`config.mk`:
```
export PLATFORM = sky130hd
export DESIGN_NAME = rr_mux_arb
export DESIGN_NICKNAME = d
export VERILOG_FILES = /design/src/rtl/rr_mux_arb.sv
export SDC_FILE = /design/constraint.sdc
export NUM_CORES = 1
export LEC_CHECK = 0
export CORE_ASPECT_RATIO = 1.75
export CORE_MARGIN = 8
export CORE_UTILIZATION = 33
export DETAILED_ROUTE_END_ITERATION = 8
export PLACE_DENSITY = 0.87
export SYNTH_ARGS = -nofsm -noshare
export SYNTH_HDL_FRONTEND = slang
export SYNTH_SLANG_ARGS = --single-unit
```
`constraint.sdc`:
```
create_clock -name clk_i -period 2.5 [get_ports clk_i]
set_input_delay 0.5 -clock clk_i [delete_from_list [all_inputs] [get_ports clk_i]]
set_output_delay 0.5 -clock clk_i [all_outputs]
set_load 0.02 [all_outputs]
```
`src/rtl/rr_mux_arb.sv`:
```
// Registered N-to-1 selector with round-robin / fixed-priority arbitration
// and a valid/ready output stage for sharing one bus port among requesters.
module rr_mux_arb #(
  parameter int unsigned WIDTH    = 32,
  parameter int unsigned CHANNELS = 4,
  parameter int unsigned SELW     = $clog2(CHANNELS)
) (
  input  logic                      clk_i,
  input  logic                      rst_i,
  input  logic [CHANNELS-1:0]       req_i,
  input  logic [CHANNELS*WIDTH-1:0] data_i,
  input  logic                      mode_i,
  input  logic                      ready_i,
  output logic [CHANNELS-1:0]       grant_o,
  output logic [WIDTH-1:0]          data_o,
  output logic [SELW-1:0]           sel_o,
  output logic                      valid_o
);

  logic [SELW-1:0]  last_q;
  logic [WIDTH-1:0] data_q;
  logic [SELW-1:0]  sel_q;
  logic             valid_q;

  logic [SELW-1:0]  winner;
  logic [SELW-1:0]  idx;
  logic             found;
  logic             load;
  logic [WIDTH-1:0] win_data;

  // Winner search: rotating start after last_q, or plain lowest index.
  always_comb begin
    winner = '0;
    idx    = '0;
    found  = 1'b0;
    if (mode_i) begin
      for (int unsigned i = 0; i < CHANNELS; i++) begin
        if (!found && req_i[SELW'(i)]) begin
          winner = SELW'(i);
          found  = 1'b1;
        end
      end
    end else begin
      for (int unsigned i = 1; i <= CHANNELS; i++) begin
        idx = SELW'((32'(last_q) + i) % CHANNELS);
        if (!found && req_i[idx]) begin
          winner = idx;
          found  = 1'b1;
        end
      end
    end
  end

  always_comb begin
    win_data = '0;
    for (int unsigned k = 0; k < CHANNELS; k++) begin
      if (SELW'(k) == winner) win_data = data_i[k*WIDTH +: WIDTH];
    end
  end

  assign load = (!valid_q || ready_i) && (|req_i) && !rst_i;

  always_comb begin
    grant_o = '0;
    if (load) grant_o[winner] = 1'b1;
  end

  always_ff @(posedge clk_i) begin
    if (rst_i) begin
      valid_q <= 1'b0;
      data_q  <= '0;
      sel_q   <= '0;
      last_q  <= SELW'(CHANNELS - 1);
    end else if (load) begin
      valid_q <= 1'b1;
      data_q  <= win_data;
      sel_q   <= winner;
      last_q  <= winner;
    end else if (ready_i && valid_q) begin
      valid_q <= 1'b0;
    end
  end

  assign data_o  = data_q;
  assign sel_o   = sel_q;
  assign valid_o = valid_q;

endmodule

```
==> results.py <==
metrics = {
    "outcome": {
        "outcome": "finished clean",
    },
    "sta": {
        "fmax_ghz": 0.413,
        "relSlewSlack": 0.692,
        "finalHoldViolations": 0,
        "rsz0062_at_grt": "yes",
        "finalSetupTns_ns": 0,
        "final-setup-viol-count": 0,
        "report.final.slew_viol_count": 0,
        "fin_ws_ns": 0.0790,
        "finClkSkew_ns": 0.00488,
        "timing.final.crit_share": 0.968,
        "finalCriticalPeriod_ns": 2.42,
        "worst_pin_slew_ns": 0.462,
    },
    "global_routing": {
        "grt_overflow": 0,
        "grt_max_degree": 45,
        "first_global_vias": 2734,
        "gr-usage-all-layers": 0.183,
        "grt_pass1_wl_um": 13600,
        "antenna_found_initial": 0,
    },
    "setup_path": {
        "r2r_end": "data_o[21]",
        "startpoint_type": "input pin",
        "crit_path_max_incr_delay_ns": 0.36,
        "cp_cell_sequence": "dlygate4sd2_1, a21boi_0, mux2i_1, o221ai_2, a211o_1, nor2b_1, buf_4",
        "r2r_start": "last_q[1]",
        "crit_type": "input pin to primary output",
        "reg2reg_depth": 8,
        "critical_path.max_fanout": 6,
        "cp-end-kind": "primary output",
        "crit_slowest_cell": "a211o_1",
        "cp.required_ns": 2.00,
        "ff2ff_setup_slack_ns": 0.23,
        "arrival_ns": 1.92,
    },
    "pwr": {
        "power_switching_uw": 576,
        "p_int_uw": 1330,
        "sw_frac_of_total": 0.302,
        "p_leak_uw": 0.00176,
        "pwr_density_cell_nw_per_um2": 466,
        "pwr-share-clk": 0.208,
        "vdd.ir_drop.worst_mv": 0.345,
        "power_uw": 1910,
        "seqPwrFrac": 0.372,
        "comb_power_share": 0.420,
    },
    "synthesis": {
        "synth_cell_types": 25,
        "seq_area_frac_synth": 0.351,
        "syn_inst": 222,
        "synth_fp_nets": 358,
        "ys_ff_latch": 37,
        "avgSynthCellArea_um2": 9.52,
        "ys_warn_count": 0,
        "netlist_area_um2": 2110,
    },
    "place": {
        "placed_cells": 474,
        "hpwl_um": 7140,
        "io_buffers": 174,
        "dp_slack_ns": -0.676,
        "gp_congestion": 0.813,
    },
    "clock_tree": {
        "htreeDepth": 2,
        "cts_tree": "yes",
        "clk_path_buf_depth": 2,
        "cts_hold_buf": 0,
        "clk_pin_slew_worst_paths_ns": 0.07,
        "clk_latency_ns": 0.28,
        "cts.sinks": 37,
        "cts_buffers": 5,
        "cts_root_buf": "clkbuf_8",
        "cts_setup_buffers": 0,
    },
    "job": {
        "cap_violations": 0,
    },
    "cells_and_area": {
        "multi_input_area_um2": 1320,
        "finish.utilization": 0.662,
        "final_cells": 482,
        "nFillCells": 528,
        "antenna_cells": 0,
        "nets": 537,
        "area_growth_pct": 93.6,
        "layout-drive-gt1-share": 0.0896,
        "ff_latch_area_um2": 741,
    },
    "route": {
        "firstDrtPassIters": 4,
        "antenna_left": 0,
        "wirelength_um": 8880,
        "wl_per_cell_um": 18.4,
        "drtIter0Drc": 97,
        "vias": 2435,
        "viasPerCell": 5.05,
        "drc": 0,
    },
    "die": {
        "rows": 38,
        "io_pins": 175,
        "fp.dieH_um": 122,
        "start_util": 0.342,
        "die_area_um2": 9320,
        "core_um2": 6180,
        "dieWidth_um": 76.5,
    },
    "worst_hold_path": {
        "hp-class": "flop to flop",
        "min_path_cells": 2,
        "min_to": "data_o[23]",
        "hp-start": "data_o[23]",
    },
}
==> kinds of logic (layout without fill, tap and decap cells) <==
kind of cell | count (synthesis) | in the layout | share of synthesized area
AO/OA/AOI/OAI | 56 | 56 | 0.223
buffers and inverters | 20 | 200 | 0.0503
flip-flops | 37 | 37 | 0.351
multiplexers | 56 | 56 | 0.265
AND/OR/NAND/NOR | 53 | 53 | 0.111
==> placed cells by master (no fill, tap or decap), types with 6 or more instances in the layout <==
cell type / n
clkdlybuf4s50_1: 166
mux2i_1: 56
dfxtp_1: 37
nand2_1: 23
o221ai_1: 22
buf_4: 18
nor2_1: 16
a211o_1: 12
a22o_1: 10
clkbuf_8: 6
==> metrics by stage <==
step	hold slack, ns	area, um^2
6_report	0.467	4090
5_1_grt	0.490	4090
4_1_cts	0.470	4080
3_5_place_dp	0.453	3990
3_3_place_gp	0.443	3990
2_1_floorplan	0.475	2110
==> cell type report <==
type,instances,area share
Multi-Input combinational cell,165,0.321
Timing Repair Buffer,191,0.453
Sequential cell,37,0.181
Clock buffer,8,0.0196
Inverter,1,0.000917
Tap cell,80,0.0245
==> power by group through the flow <==
stage / clock [uW] / sequential (uW) / combinational, uW
detailed placement: 0 / 719 / 803
CTS: 415 / 707 / 807
floorplan: 0 / 805 / 273
global placement: 0 / 716 / 789
finish: 397 / 708 / 801
global route: 451 / 718 / 849
==> worst max-delay path by stage <==
stage / startpoint / endpoint
after floorplan: req_i[1] / grant_o[3]
after global placement: req_i[3] / grant_o[2]
after detailed placement: req_i[3] / grant_o[2]
after CTS: req_i[1] / grant_o[0]
after global routing: req_i[1] / grant_o[2]
final: req_i[1] / grant_o[2]
==> worst max-delay path, delay by kind of cell <==
kind	cells	cell delay, ns
AO/OA/AOI/OAI	3	0.65
buffers and inverters	2	0.45
multiplexers	1	0.18
AND/OR/NAND/NOR	1	0.14
==> synth_stat cells, drive strengths merged <==
cell	instances	area, um^2
a211o	12	105
a21boi	3	22.5
a21oi	3	15.0
a22o	10	87.6
a32o	1	10.0
and3	2	17.5
buf	12	76.3
clkbuf	7	26.3
dfxtp	37	741
inv	1	3.75
mux2i	56	561
nand2	23	86.3
nand2b	2	12.5
nor2	18	67.6
nor2b	4	25.0
nor3	1	5.00
nor3b	1	7.51
nor4	1	6.26
o211ai	1	7.51
o21bai	3	22.5
o221ai	23	201
or2	1	6.26
==> layer usage <==
metal | GRT usage | wire (um) | vias up
met5 | 0 | 0 | -
met4 | 0.103 | 371 | 0
met3 | 0.0612 | 617 | 21
met2 | 0.345 | 4830 | 106
met1 | 0.167 | 3050 | 1111
li1 | - | - | 1197
==> flip-flops by register name, indices dropped and copies added (netlist names) <==
register,flops
data_o,32
sel_o,2
valid_o,1
last_q,2
==> timing repair <==
action	CTS	global route
pin swaps	0	2
gates resized for setup	25	9
endpoints found under the setup margin	27	5
gates cloned	0	0
Note: power is estimated with default switching activity, not from simulation.
